## src/rtl/skinny_mask_pkg.sv

```systemverilog
// Shared constants and helpers for the masked SKINNY-64 4-bit S-box datapaths.
package skinny_mask_pkg;

  localparam int SHARES = 3;
  localparam int NIB    = 4;
  localparam int RND    = 8;

  // AFF_C is the constant term of the inner quadratic; INV_AFF_C is the
  // inverse affine layer applied after the outer quadratic.
  localparam logic [NIB-1:0] AFF_C     = 4'h8;
  localparam logic [NIB-1:0] INV_AFF_C = 4'h1;

  localparam logic [NIB-1:0] SINV_TABLE [16] = '{
    4'h3, 4'h4, 4'h6, 4'h8, 4'hc, 4'ha, 4'h1, 4'he,
    4'h9, 4'h2, 4'h5, 4'h7, 4'h0, 4'hb, 4'hd, 4'hf
  };

  // Cross terms of one share domain for a shared AND: summed over the three
  // rotations this yields x*y while each call sees only two share indices.
  function automatic logic qterm(input logic xa, input logic ya,
                                 input logic xb, input logic yb);
    return (xa & ya) ^ (xa & yb) ^ (xb & ya);
  endfunction

endpackage

```

## src/rtl/skinny_inv_quad_share.sv

```systemverilog
// One 3-share quadratic layer of the inverse SKINNY-64 S-box; OUTER selects the
// randomness-refreshed outer quadratic, otherwise the unrefreshed inner one.
module skinny_inv_quad_share
  import skinny_mask_pkg::*;
#(
  parameter bit OUTER = 1'b1
) (
  input  logic [NIB-1:0] s1,
  input  logic [NIB-1:0] s2,
  input  logic [NIB-1:0] s3,
  input  logic [RND-1:0] rnd,
  output logic [NIB-1:0] o1,
  output logic [NIB-1:0] o2,
  output logic [NIB-1:0] o3
);

  logic [RND-1:0] rnd_s;

  // Component function fed by shares a (linear part) and b; share i is never an input of component i.
  function automatic logic [NIB-1:0] comp(input logic [NIB-1:0] a, input logic [NIB-1:0] b);
    logic [NIB-1:0] z;
    if (OUTER) begin
      z[0] = a[0] ^ a[2] ^ a[3] ^ qterm(a[2], a[3], b[2], b[3]);
      z[1] = a[0] ^ a[1] ^ a[2] ^ qterm(a[0], a[3], b[0], b[3])
                                ^ qterm(a[2], a[3], b[2], b[3]);
      z[2] = a[2];
      z[3] = a[3];
    end else begin
      z[0] = a[3] ^ a[2] ^ a[0] ^ qterm(a[2], a[1], b[2], b[1])
                                ^ qterm(a[0], a[1], b[0], b[1]);
      z[1] = a[0];
      z[2] = a[1];
      z[3] = a[2] ^ a[0] ^ a[1] ^ qterm(a[0], a[1], b[0], b[1]);
    end
    return z;
  endfunction

  assign rnd_s = OUTER ? rnd : '0;

  // The two random nibbles cancel across the three output shares.
  assign o1 = comp(s2, s3) ^ rnd_s[3:0];
  assign o2 = comp(s3, s1) ^ rnd_s[7:4];
  assign o3 = comp(s1, s2) ^ rnd_s[3:0] ^ rnd_s[7:4];

endmodule

```

## src/rtl/skinny_inv_sbox_masked.sv

```systemverilog
// Three-share masked inverse SKINNY-64 S-box in a 2-deep valid/ready pipeline.
// Define SKINNY_INV_SBOX_CLEAR_EN to load zero shares into stages that go empty.
module skinny_inv_sbox_masked
  import skinny_mask_pkg::INV_AFF_C;
  import skinny_mask_pkg::AFF_C;
#(
  parameter int SHARES = skinny_mask_pkg::SHARES,
  parameter int NIB    = skinny_mask_pkg::NIB,
  parameter int RND    = skinny_mask_pkg::RND
) (
  input  logic           clk,
  input  logic           rst_n,
  input  logic [NIB-1:0] in1,
  input  logic [NIB-1:0] in2,
  input  logic [NIB-1:0] in3,
  input  logic [RND-1:0] r,
  input  logic           in_valid,
  output logic           in_ready,
  output logic [NIB-1:0] out1,
  output logic [NIB-1:0] out2,
  output logic [NIB-1:0] out3,
  output logic           out_valid,
  input  logic           out_ready
);

  if ((SHARES != skinny_mask_pkg::SHARES) || (NIB != skinny_mask_pkg::NIB) ||
      (RND != skinny_mask_pkg::RND)) begin : g_param_check
    $error("skinny_inv_sbox_masked: only SHARES=3, NIB=4, RND=8 are supported");
  end

  logic           adv_a, adv_b;
  logic           v_a_q, v_a_d, v_b_q, v_b_d;
  logic [NIB-1:0] a1_q, a2_q, a3_q, a1_d, a2_d, a3_d;
  logic [NIB-1:0] out1_q, out2_q, out3_q, out1_d, out2_d, out3_d;
  logic [NIB-1:0] qa1, qa2, qa3, qb1, qb2, qb3;

  skinny_inv_quad_share #(.OUTER(1'b1)) u_outer (
    .s1(in1), .s2(in2), .s3(in3), .rnd(r),
    .o1(qa1), .o2(qa2), .o3(qa3)
  );

  skinny_inv_quad_share #(.OUTER(1'b0)) u_inner (
    .s1(a1_q), .s2(a2_q), .s3(a3_q), .rnd('0),
    .o1(qb1), .o2(qb2), .o3(qb3)
  );

  // Handshake depends only on the valid bits and out_ready, never on share data.
  assign adv_b    = out_ready | ~v_b_q;
  assign adv_a    = adv_b | ~v_a_q;
  assign in_ready = adv_a;

  // Stage A next state: load on advance, otherwise hold every share untouched.
  always_comb begin
    v_a_d = v_a_q;
    a1_d  = a1_q;
    a2_d  = a2_q;
    a3_d  = a3_q;
    if (adv_a) begin
      v_a_d = in_valid;
`ifdef SKINNY_INV_SBOX_CLEAR_EN
      if (in_valid) begin
        a1_d = qa1 ^ INV_AFF_C;
        a2_d = qa2;
        a3_d = qa3;
      end else begin
        a1_d = '0;
        a2_d = '0;
        a3_d = '0;
      end
`else
      a1_d = qa1 ^ INV_AFF_C;
      a2_d = qa2;
      a3_d = qa3;
`endif
    end else begin
      v_a_d = v_a_q;
    end
  end

  // Stage B next state: inner quadratic of stage A, same hold rule.
  always_comb begin
    v_b_d  = v_b_q;
    out1_d = out1_q;
    out2_d = out2_q;
    out3_d = out3_q;
    if (adv_b) begin
      v_b_d = v_a_q;
`ifdef SKINNY_INV_SBOX_CLEAR_EN
      if (v_a_q) begin
        out1_d = qb1 ^ AFF_C;
        out2_d = qb2;
        out3_d = qb3;
      end else begin
        out1_d = '0;
        out2_d = '0;
        out3_d = '0;
      end
`else
      out1_d = qb1 ^ AFF_C;
      out2_d = qb2;
      out3_d = qb3;
`endif
    end else begin
      v_b_d = v_b_q;
    end
  end

  // Pipeline registers; reset drops any in-flight nibble.
  always_ff @(posedge clk or negedge rst_n) begin
    if (!rst_n) begin
      v_a_q  <= 1'b0;
      v_b_q  <= 1'b0;
      a1_q   <= '0;
      a2_q   <= '0;
      a3_q   <= '0;
      out1_q <= '0;
      out2_q <= '0;
      out3_q <= '0;
    end else begin
      v_a_q  <= v_a_d;
      v_b_q  <= v_b_d;
      a1_q   <= a1_d;
      a2_q   <= a2_d;
      a3_q   <= a3_d;
      out1_q <= out1_d;
      out2_q <= out2_d;
      out3_q <= out3_d;
    end
  end

  assign out1      = out1_q;
  assign out2      = out2_q;
  assign out3      = out3_q;
  assign out_valid = v_b_q;

endmodule

```

## config.mk

```make
export PLATFORM = sky130hd
export DESIGN_NAME = skinny_inv_sbox_masked
export DESIGN_NICKNAME = d
export VERILOG_FILES = /design/src/rtl/skinny_mask_pkg.sv /design/src/rtl/skinny_inv_quad_share.sv /design/src/rtl/skinny_inv_sbox_masked.sv
export SDC_FILE = /design/constraint.sdc
export NUM_CORES = 1
export LEC_CHECK = 0
export BUFFER_PORTS_ARGS = -buffer_cell sky130_fd_sc_hd__buf_2
export CELL_PAD_IN_SITES_DETAIL_PLACEMENT = 0
export CELL_PAD_IN_SITES_GLOBAL_PLACEMENT = 1
export CORE_UTILIZATION = 41
export CTS_CLUSTER_SIZE = 25
export DETAILED_ROUTE_END_ITERATION = 10
export PLACE_DENSITY = 0.78
export SETUP_SLACK_MARGIN = 0.15
export SYNTH_ARGS = -nofsm -noshare
export SYNTH_HDL_FRONTEND = slang
export SYNTH_SLANG_ARGS = --single-unit
```

## constraint.sdc

```tcl
create_clock -name clk -period 2.1 [get_ports clk]
set_input_delay 0.42 -clock clk [delete_from_list [all_inputs] [get_ports clk]]
set_output_delay 0.42 -clock clk [all_outputs]
set_load 0.05 [all_outputs]
```

# Word level (Yosys, flattened, before mapping)
# Cells that the tools add are included.
totals:
  regBits: 26
  input_bits: 24
  output_inout_bits: 14
  wordCells: 120
op_classes:
  bitwise: 112
ops:
  columns: ["op", "n"]
  rows:
  - ["$xor 1x1->1", 66]
  - ["$and 1x1->1", 36]
  - ["$xor 4x4->4", 4]
  - ["$not 1->1", 4]
  - ["$or 1x1->1", 2]

# Depth between registers and ports, before layout
# Gate-level depths: netlist of run 1.
depth:
  depth_word: 7
  depth_mapped: 6
  mapped_depth_nobuf: 6

# Modules after synthesis
# Synthesis of run 1 repeated with hierarchy kept, for this count alone.
hier_totals:
  hier_cells: 176
  hier_area_um2: 1956.9
modules_own_cells:
  columns: ["mod", "n_inst", "cells_per_inst", "area_each_um2", "seq_area_each_um2"]
  rows:
  - ["skinny_inv_sbox_masked", 1, 59, 985.9, 650.6]
  - ["skinny_inv_quad_share (u_outer)", 1, 63, 559.3, 0.0]
  - ["skinny_inv_quad_share (u_inner)", 1, 54, 411.6, 0.0]

# Worst setup path after synthesis of run 1
# Ideal clock, no wire load.
synth_path:
  path_kind: "flip-flop to flip-flop"
  start: "register v_b_q (netlist: out_valid)"
  end: "register a3_q[1]"
  setup_time_ns: 0.124
  t_arrival_ns: 2.035
  t_required_ns: 1.976
  path_slack_ns: -0.059
  path_stages_with_launch: 7
  path_buffers: 0
  synth_period_minus_slack_ns: 2.159
  path_cell_list: "dfrtp_1 > nand2b_4 > nor2_2 > clkinv_1 > nand3_1 > a21oi_1 > a211o_1"
synth_between:
  elab_chain_cells: 3
synth_lines:
  columns: ["item", "line_no", "text"]
  rows:
  - ["start, declared", "skinny_inv_sbox_masked.sv:32", "logic v_a_q, v_a_d, v_b_q, v_b_d;"]
  - ["start signal, assigned", "skinny_inv_sbox_masked.sv:121", "v_b_q <= v_b_d;"]
  - ["$not 1->1", "skinny_inv_sbox_masked.sv:48", "assign adv_b = out_ready | ~v_b_q;"]
  - ["$or 1x1->1", "skinny_inv_sbox_masked.sv:48", null]
  - ["$or 1x1->1", "skinny_inv_sbox_masked.sv:49", "assign adv_a = adv_b | ~v_a_q;"]
  - ["via in_ready", "skinny_inv_sbox_masked.sv:18", "output logic in_ready,"]
  - ["end signal, assigned", "skinny_inv_sbox_masked.sv:115", "a3_q <= '0;"]
  - ["end signal, assigned", "skinny_inv_sbox_masked.sv:124", "a3_q <= a3_d;"]
  - ["end, declared", "skinny_inv_sbox_masked.sv:33", "logic [NIB-1:0] a1_q, a2_q, a3_q, a1_d, a2_d, a3_d;"]
# The timed path passes the listed nets, and every way through them passes these cells.
# A chain may end at the register's enable or synchronous reset.

# Worst setup path in the final report of run 1
layout_path:
  start: "register a2_q[1]"
  end: "register out1_q[3] (netlist: out1[3])"
layout_between:
  elab_chain_cells: 5
  elab_cells_between_ends: 7
  cone_classes: "bitwise: 7"
layout_lines:
  columns: ["item", "line_no", "text"]
  rows:
  - ["start, declared", "skinny_inv_sbox_masked.sv:33", null]
  - ["start signal, assigned", "skinny_inv_sbox_masked.sv:114", "a2_q <= '0;"]
  - ["start signal, assigned", "skinny_inv_sbox_masked.sv:123", "a2_q <= a2_d;"]
  - ["$and 1x1->1", "skinny_mask_pkg.sv:22", "return (xa & ya) ^ (xa & yb) ^ (xb & ya);"]
  - ["$xor 1x1->1 (2 in a row)", "skinny_mask_pkg.sv:22", null]
  - ["$xor 1x1->1 (*)", "skinny_inv_quad_share.sv:33", "z[3] = a[2] ^ a[0] ^ a[1] ^ qterm(a[0], a[1], b[0], b[1]);"]
  - ["$not 1->1 (no line) (*)", null, null]
  - ["end signal, assigned", "skinny_inv_sbox_masked.sv:125", "out1_q <= out1_d;"]
  - ["end, declared", "skinny_inv_sbox_masked.sv:34", "logic [NIB-1:0] out1_q, out2_q, out3_q, out1_d, out2_d, out3_d;"]
# Every way passes the cells marked *; elsewhere a longest branch is shown, timed or not.

==> results of run 1 <==
-- flip-flops by register name (all words and copies together), names as in the netlist --
name / flops
a1_q: 4
a2_q: 4
a3_q: 4
out1: 4
out2: 4
out3: 4
out_valid: 1
v_a_q: 1
-- worst reg2reg max path: stages, from the launching register on --
cell and delay [ps]:
dfrtp_1 620, nand2_1 160, o32ai_4 240, nor3_2 90, or4_1 470, o221a_2 130
-- cells by family (layout without fill, tap and decap cells) --
kind of cell	Yosys count	in the layout
buf+inv	16	46
mux	1	1
simple gates	90	90
flops	26	26
xor+xnor	27	27
compound gates	55	55
-- final cells by class --
type                    instances  area share
clock buffers                   3      0.0191
inverters                       4     0.00867
flip-flops and latches         26       0.300
multi-input cells             173       0.549
repair buffers                 39      0.0924
well taps                      52      0.0300
-- through the flow --
step / util / instance area (sq um) / worst slack, ps
5_1_grt: 0.487 / 2170 / 162
2_1_floorplan: - / 1940 / 181
3_3_place_gp: 0.478 / 2120 / 318
6_report: 0.487 / 2170 / 277
4_1_cts: 0.487 / 2170 / 268
3_5_place_dp: 0.478 / 2120 / 280
-- layout by cell type (no fill, tap or decap), drive strengths merged, types with 2 or more instances in the layout --
| cell | instances |
|---|---|
| o31ai | 4 |
| o211a | 2 |
| nand4b | 2 |
| nand3 | 2 |
| a211oi | 2 |
| a31oi | 3 |
| a21boi | 3 |
| and3 | 3 |
| o211ai | 2 |
| clkbuf | 3 |
| nor2b | 6 |
| buf | 39 |
| a21oi | 10 |
| a211o | 2 |
| inv | 3 |
| nor3 | 2 |
| nor3b | 6 |
| xor2 | 3 |
| nand3b | 4 |
| nor2 | 9 |
| nand2 | 37 |
| dfrtp | 26 |
| o21a | 2 |
| or3 | 5 |
| nand2b | 7 |
| o21ai | 19 |
| xnor3 | 2 |
| xnor2 | 21 |
-- worst max path at each step --
stage	depth (start not counted)	end	slack, ps	from
after floorplan	6	a3_q[1]	180	out_valid
after global placement	6	a1_q[1]	320	in2[3]
after detailed placement	5	out1[3]	280	a2_q[1]
after CTS	5	out1[3]	270	a2_q[1]
after global routing	5	out2[0]	160	a1_q[1]
final	5	out1[3]	280	a2_q[1]
-- power by group --
group / internal (W) / switching [W]
Combinational: 0.000419 / 0.000646
Clock: 0.000129 / 0.000150
Sequential: 0.000633 / 0.000149
Total: 0.00118 / 0.000945
-- metal layers --
metal	routed length (um)	global-route usage	up-vias
li1	-	-	812
met1	1860	0.212	720
met2	1720	0.287	36
met3	122	0.0171	5
met4	54	0.0533	0
met5	0	0	-
==> summary.md, run 1 <==
| Metric | Value |
|---|---|
| Outcome | complete, but fails checks |
| Failing checks | DRC |
| Routed wire length per instance | between 10 and 15 um |
| Synth-to-layout area growth | 11.8% |
| Setup Fix Bufs, Post-CTS | 0 |
| Actual slew at the worst max-slew pin | 571 ps |
| Reg2Reg Setup Slack | 280 ps |
| CP Launch Type | flip-flop |
| Synth Area in Compound Gates | 0.201 |
| Post-synthesis mux area share | 0.00517 |
| Residual DRC count | 4 |
| Mean Syn Cell Area | between 9 and 10 sq um |
| Sequential fraction of the synthesis area | 0.336 |
| H-Tree Level Count | 1 |
| Max_slew headroom | 0.619 |
| Most common cell in the synthesized netlist | nand2_1 |
| Peak VDD IR | 0.313 mV |
| GRT overflow | 0 |
| Number of clock buffers inserted by TritonCTS | 3 |
| Post-synthesis cell type count | 56 |
| Endpoints failing hold | 0 |
| P_leak | 0.955 nW |
| CTS resizes | 0 |
| CP top delay family | simple AND/OR/NAND/NOR gates |
| First-pass GRT wire length | 6690 um |
| Largest family of logic cells by synthesized area | simple AND/OR/NAND/NOR gates |
| Top cell type by total area after synthesis | dfrtp_1 |
| Initial drt markers | 61 |
| Top post-synthesis cells by count | nand2_1 (37), dfrtp_1 (26), xnor2_1 (19), o21ai_0 (18), a21oi_1 (10) |
| Core footprint | 4440 sq um |
| CP Data Arrival Time | 1990 ps |
| Xor/xnor cell area share of the yosys netlist | 0.152 |
| Pre-antenna DRT Iters | 7 |
| Fin cells | 297 |
| Final net count | 271 |
| Clk Latency, worst-skew pair | 270 ps |
| Hold Crit Class | primary input to async pin |
| Cts hold-fix bufs | 0 |
| # fillers | 456 |
| Largest stage delay, worst path | between 600 and 700 ps |
| FF-to-FF Start | a2_q[1] |
| Worst endpoint required time | 2270 ps |
| CP bufs+invs | 0 |
| Register bit total from synthesis | 26 |
| Setup_tns | 0 ps |
| Initial Util | 0.436 |
| Die Span Y | 70.7 um |
| Setup Crit Path Kind | flip-flop to flip-flop |
| Slowest CP cell | dfrtp_1 |
| IO Port Bufs | 37 |
| Root buffer cell | clkbuf_8 |
| CTS tree | built |
| Hold WS | 131 ps |
| CP Max Fanout | 14 |
| FMAX | 0.549 GHz |
| Final ANT Viol Nets | 0 |
| Final Max Slew Viols | 0 |
| Final Setup Violations | 0 |
| Setup Skew | 6.21 ps |
| CP Cell Sequence | nand2_1, o32ai_4, nor3_2, or4_1, o221a_2 |
| N_diodes | 0 |
| Syn Nets | 239 |
| Synth Flop Type | dfrtp_1 |
| Critical path capture point type | flip-flop |
| DIE AREA | 5000 sq um |
| Max Cap Viol | 0 |
| Post-synth top area share | 0.336 |
| Synth Warn # | 0 |
| Antenna violations before repair | 0 |
| Clock Path Buffers | 2 |
| EDFF count, synth | 0 |
| CTS clk-pin slew, worst paths | about 90 ps |
| Dominant cells by area after synthesis | dfrtp_1 (34%), xnor2_1 (8.6%), nand2_1 (7.2%) |
| Unrepaired setup endpoints after global routing | no |
| Cell area after synthesis | roughly 1900 sq um |
| Share of layout cells above drive strength 1 | 0.233 |
| I/O pin cnt | 38 |
| Final Cycle Share | 0.868 |
| Cell area power density | 982 nW/um^2 |
| Die width | 70.7 um |
| Vias in the first global route | 1449 |
| Pwr Total | 0.00213 W |
| Simple-gate share of the synthesized area | 0.256 |
| Clk sink count | 26 |
| Total GRT Usage | 0.164 |
| GP Congestion | 0.772 |
| Reg2Reg Depth | 5 |
| Hpwl dp | 2920 um |
| Capturing point of the worst reg2reg path | out1[3] |
| Post-Synth Adder-Cell Area | 0 |
| Multi-input gate area | roughly 1200 sq um |
| Routed wire length | between 3000 and 4000 um |
| Register area | 651 sq um |
| Fin crit period | 1820 ps |
| Via Count | 1573 |
| Async SR Flop Fraction | 1.00 |
| Largest net degree at the start of global routing | 27 |
| Rows | 24 |
| Vias/cell | 5.30 |
| Cells after Synth | roughly 220 |
| DP Cell Count | about 290 |
Power figures use the tool's default switching activity.
==> inputs of run 2 (changes only) <==
- CORE_ASPECT_RATIO: unset -> 1.2
- clock period: 2.1 -> 1.81 ns (I/O delays scaled with it)
==> run 2 against run 1 <==
  * The flow now finishes without violations
  * Flip-flop and latch count did not move
  * Clock-buffer cell count rose by 1
  * Highest routed layer unchanged
  * Worst setup slack got worse by 100 ps
  * Critical path type unchanged
  * Power rose by 22%
  * Fmax rose by 12%
  * Utilization rose by 2.4 points
  * Die area barely moved
==> summary.md, run 2 (same netlist as run 1, synthesis figures left out) <==
| Metric | Value |
|---|---|
| Unrepaired setup endpoints after global routing | yes |
| Antenna violations before repair | 0 (unchanged) |
| Reg2Reg Depth | 6 (+1) |
| CP Data Arrival Time | 1830 ps (-160 ps) |
| First-pass GRT wire length | 6730 um (+0.51%) |
| Total GRT Usage | 0.174 (+0.00995) |
| Hold Crit Class | primary input to async pin |
| Residual DRC count | 0 (-4) |
| Final core area utilization | 0.511 (+0.0241) |
| GP Congestion | 0.766 (-0.78%) |
| Synth-to-layout area growth | 20.4% |
| CP Max Fanout | 6 (-8) |
| CTS clk-pin slew, worst paths | 90 ps (about the same) |
| Share of layout cells above drive strength 1 | 0.313 (+0.0803) |
| Root buffer cell | clkbuf_8 |
| N_diodes | 0 (unchanged) |
| Setup Crit Path Kind | flip-flop to flip-flop |
| Pre-antenna DRT Iters | 4 (-3) |
| H-Tree Level Count | 1 (unchanged) |
| Die Span Y | 77.3 um (+9.3%) |
| Hpwl dp | 3110 um (+6.5%) |
| Core footprint | 4560 sq um (+2.6%) |
| IO Port Bufs | 37 (unchanged) |
| Worst endpoint required time | 2000 ps (-270 ps) |
| FF-to-FF Start | a3_q[1] |
| GRT overflow | 0 (unchanged) |
| Vias/cell | 5.06 (-4.4%) |
| Setup Skew | 10.7 ps (+4.52 ps) |
| Critical path capture point type | flip-flop |
| Cell area power density | 1120 nW/um^2 (+14%) |
| Final Max Slew Viols | 0 (unchanged) |
| Fin crit period | 1630 ps (-188 ps) |
| Endpoints failing hold | 0 (unchanged) |
| Clk Latency, worst-skew pair | 280 ps (about the same) |
| P_leak | 1.04 nW (+8.4%) |
| Die width | 64.7 um (-8.5%) |
| Routed wire length | 4030 um (+7.0%) |
| Reg2Reg Setup Slack | 180 ps (-100 ps) |
| Initial Util | 0.425 (-0.0111) |
| CP Launch Point | a3_q[1] |
| CTS tree | built |
| Max Cap Viol | 0 (unchanged) |
| Max_slew headroom | 0.621 (+0.00190) |
| Rows | 27 (+13%) |
| Final ANT Viol Nets | 0 (unchanged) |
| Commonest non-fill, non-tap cells in the layout | nand2_1 (36), buf_2 (36), dfrtp_1 (20) |
| Setup_tns | 0 ps (unchanged) |
| Peak VDD IR | 0.379 mV (+21%) |
| Routed wire length per instance | 12.6 um (-0.65%) |
| Clock Path Buffers | 2 (unchanged) |
| Final Setup Violations | 0 (unchanged) |
| Final net count | 287 (+5.9%) |
| Outcome | completed |
| CP Launch Type | flip-flop |
| Via Count | 1620 (+3.0%) |
| Initial drt markers | 75 (+23%) |
| Capturing point of the worst reg2reg path | out2[0] |
| Critical Path Sink | out2[0] |
| Final Cycle Share | 0.903 (+0.0352) |
| DIE AREA | 5000 sq um (about the same) |
| # fillers | 491 (+7.7%) |
| Clk sink count | 26 (unchanged) |
| Number of clock buffers inserted by TritonCTS | 3 (unchanged) |
| Vias in the first global route | 1459 (+0.69%) |
| Actual slew at the worst max-slew pin | 568 ps (-2.84 ps) |
| Largest net degree at the start of global routing | 27 (unchanged) |
| I/O pin cnt | 38 (unchanged) |
| FMAX | 0.612 GHz (+12%) |
run 2: changes by cell type in the layout (fill, tap and decap cells not counted), sizes merged:
cell	previous run	this run
buf	39	55
clkbuf	3	4
run 2: critical path: stages (launching register included):
cell     delay (ps)
dfrtp_2         470
buf_4           170
nor3b_1         130
a21oi_1         170
o22ai_2         120
xnor3_1         340
a21oi_1         150
run 2: worst min path at each step:
stage	startpoint	to	cells after the start
floorplan	rst_n	a1_q[0]	0
global placement	rst_n	out1[3]	1
detailed placement	rst_n	out1[3]	1
CTS	rst_n	out1[3]	1
global route	rst_n	out1[2]	1
finish	rst_n	out1[3]	1
run 2: final cells by class:
type,count,area [sq um],share of cell area
Inverter,4,22.5,0.00966
Sequential cell,26,658,0.282
Clock buffer,4,45.0,0.0193
Multi-Input combinational cell,173,1210,0.519
Tap cell,58,72.6,0.0311
Timing Repair Buffer,55,323,0.138
run 2: stage by stage:
stage	instance area (sq um)	power [W]	instances	hold slack (ps)	worst slack, ps
6_report	2330	0.00260	320	68.7	175
5_1_grt	2330	0.00279	320	129	92.6
4_1_cts	2260	0.00258	313	93.5	151
3_5_place_dp	2190	0.00221	307	397	64.8
3_3_place_gp	2190	0.00220	307	388	95.3
2_1_floorplan	1950	0.00192	215	66.4	223
run 2: per-layer routing:
layer | up-vias | global-route usage | routed length, um
met5 | - | 0 | 0
met4 | 0 | 0.0800 | 85
met3 | 7 | 0.0134 | 103
met2 | 42 | 0.310 | 2070
met1 | 725 | 0.205 | 1770
li1 | 846 | - | -
run 2: power breakdown:
part           switching [W]  internal, W  total [W]
logic               0.000817     0.000580    0.00140
registers           0.000129     0.000742   0.000871
clock network       0.000179     0.000158   0.000336
run 2: repair_timing:
item,in CTS,in global routing
hold buffers,0,0
resized for setup,4,5
setup endpoints to repair,3,5
pin swaps,3,4
buffers inserted,2,7
==> inputs of run 3 (changes only) <==
- CAP_MARGIN: unset -> 0
- REMOVE_ABC_BUFFERS: unset -> 1
==> run 3 against run 2 <==
  * Sequential power rose by 2%
  * Clock-buffer cell count shrank 1
  * Flip-flop and latch count unchanged
  * Via count shrank 2.8%
  * First-iteration DRC count decreased by 25%
  * Non-clock buffer count down 5
  * Combinational power is 5% lower
  * Global-route usage down 0.81 points
==> summary.md, run 3 (same netlist as run 1, synthesis figures left out) <==
| Metric | Value |
|---|---|
| Outcome | completed |
| Largest net degree at the start of global routing | 27 (unchanged) |
| Final Cycle Share | 0.884 (-0.0190) |
| H-Tree Level Count | 1 (unchanged) |
| CTS clk-pin slew, worst paths | 80 ps (about the same) |
| I/O pin cnt | 38 (unchanged) |
| Clock Path Buffers | 2 (unchanged) |
| Max_slew headroom | 0.618 (-0.00294) |
| Hold Crit Class | primary input to async pin |
| Endpoints failing hold | 0 (unchanged) |
| Die Span Y | 77.3 um (unchanged) |
| CP Launch Type | flip-flop |
| Residual DRC count | 0 (unchanged) |
| Total GRT Usage | 0.166 (-0.00805) |
| Final Max Slew Viols | 0 (unchanged) |
| GRT overflow | 0 (unchanged) |
| Rows | 27 (unchanged) |
| IO Port Bufs | 37 (unchanged) |
| Worst endpoint required time | 1970 ps (-30 ps) |
| CTS tree | built |
| Peak VDD IR | 0.322 mV (-15%) |
| Initial drt markers | 56 (-25%) |
| Hpwl dp | 3120 um (+0.28%) |
| Clk sink count | 26 (unchanged) |
| Core footprint | 4560 sq um (unchanged) |
| Final net count | 282 (-1.7%) |
| Final core area utilization | 0.500 (-0.0115) |
| N_diodes | 0 (unchanged) |
| Unrepaired setup endpoints after global routing | yes |
| Final ANT Viol Nets | 0 (unchanged) |
| Clk Latency, worst-skew pair | 260 ps (-20 ps) |
| Via Count | 1575 (-2.8%) |
| DP Cell Count | 309 (+0.65%) |
| Die width | 64.7 um (unchanged) |
| P_leak | 1.01 nW (-2.9%) |
| FMAX | 0.625 GHz (+2.2%) |
| Final Setup Violations | 0 (unchanged) |
| Commonest non-fill, non-tap cell in the layout | nand2_1 |
| Initial Util | 0.425 (unchanged) |
| Routed wire length per instance | 12.3 um (-2.7%) |
| Actual slew at the worst max-slew pin | 573 ps (+4.42 ps) |
| Vias/cell | 5.02 (-0.92%) |
| Setup Skew | 1.53 ps (-9.20 ps) |
| CP Data Arrival Time | 1760 ps (-70 ps) |
| First-pass GRT wire length | 6510 um (-3.2%) |
| Setup Crit Path Kind | flip-flop to flip-flop |
| Number of clock buffers inserted by TritonCTS | 3 (unchanged) |
| Cell area power density | 1110 nW/um^2 (-0.42%) |
| GP Congestion | 0.800 (+4.5%) |
| DIE AREA | 5000 sq um (unchanged) |
| Vias in the first global route | 1410 (-3.4%) |
| Synth-to-layout area growth | 17.7% |
| Fin crit period | 1600 ps (-34.4 ps) |
| Pre-antenna DRT Iters | 4 (unchanged) |
| Antenna violations before repair | 0 (unchanged) |
| Critical path capture point type | flip-flop |
| Max Cap Viol | 0 (unchanged) |
| Share of layout cells above drive strength 1 | 0.293 (-0.0200) |
| CP Max Fanout | 7 (+1) |
| Fin cells | 314 (-1.9%) |
| Routed wire length | 3850 um (-4.5%) |
| Commonest non-fill, non-tap cells in the layout | nand2_1 (37), buf_2 (36), dfrtp_1 (21) |
| Root buffer cell | clkbuf_8 |
[run 3: changes by cell type in the layout (fill, tap and decap cells not counted), sizes merged]
cell / change
clkbuf: -1
buf: -5
[run 3: area by class of cell]
class | count | area, sq um
Clock buffer | 3 | 41.3
Fill cell | 451 | 2280
Inverter | 4 | 18.8
Multi-Input combinational cell | 173 | 1200
Sequential cell | 26 | 657
Tap cell | 58 | 72.6
Timing Repair Buffer | 50 | 289
[run 3: repair_timing]
action                                  CTS  global route
pin swaps                                 0             3
endpoints found under the hold margin     0             0
buffers inserted                          0             2
gates resized for setup                   5             6
endpoints found under the setup margin    4             5
hold buffers                              0             0
[run 3: per-layer routing]
layer  track usage  wire [um]
met1         0.198       1750
met2         0.302       1950
met3        0.0164        115
met4        0.0533         34
met5             0          0
[run 3: stage by stage]
step           worst slack [ps]  power (W)  hold WS (ps)  setup TNS (ps)  cell area [sq um]
6_report                    210    0.00253          84.3               0               2280
5_1_grt                     121    0.00272           132               0               2280
4_1_cts                     133    0.00254           108               0               2250
3_5_place_dp               70.9    0.00221           399               0               2200
3_3_place_gp                136    0.00219           392               0               2200
2_1_floorplan              -665    0.00187          66.4           -2710               1860
[run 3: worst max-delay path, stage by stage, from the launching register on]
cell and delay (ps):
dfrtp_2 470, o211a_1 260, o21a_1 230, or4_1 400, o221a_2 130
[run 3: power by group]
group | internal [W] | total (W) | switching, W
Combinational | 0.000548 | 0.00133 | 0.000782
Clock | 0.000149 | 0.000317 | 0.000168
Sequential | 0.000741 | 0.000888 | 0.000146
[run 3: worst paths after layout]
kind | depth (start not counted) | from | slack, ps | endpoint
max reg2reg | 4 | a2_q[0] | 210 | out1[3]
max | 4 | a2_q[0] | 210 | out1[3]
min | 1 | rst_n | 80 | out1[3]
min in group clk | 2 | in_valid | 280 | v_a_q
max in group asynchronous | 1 | rst_n | 1320 | a3_q[1]
min reg2reg | 2 | out3[2] | 460 | out3[2]
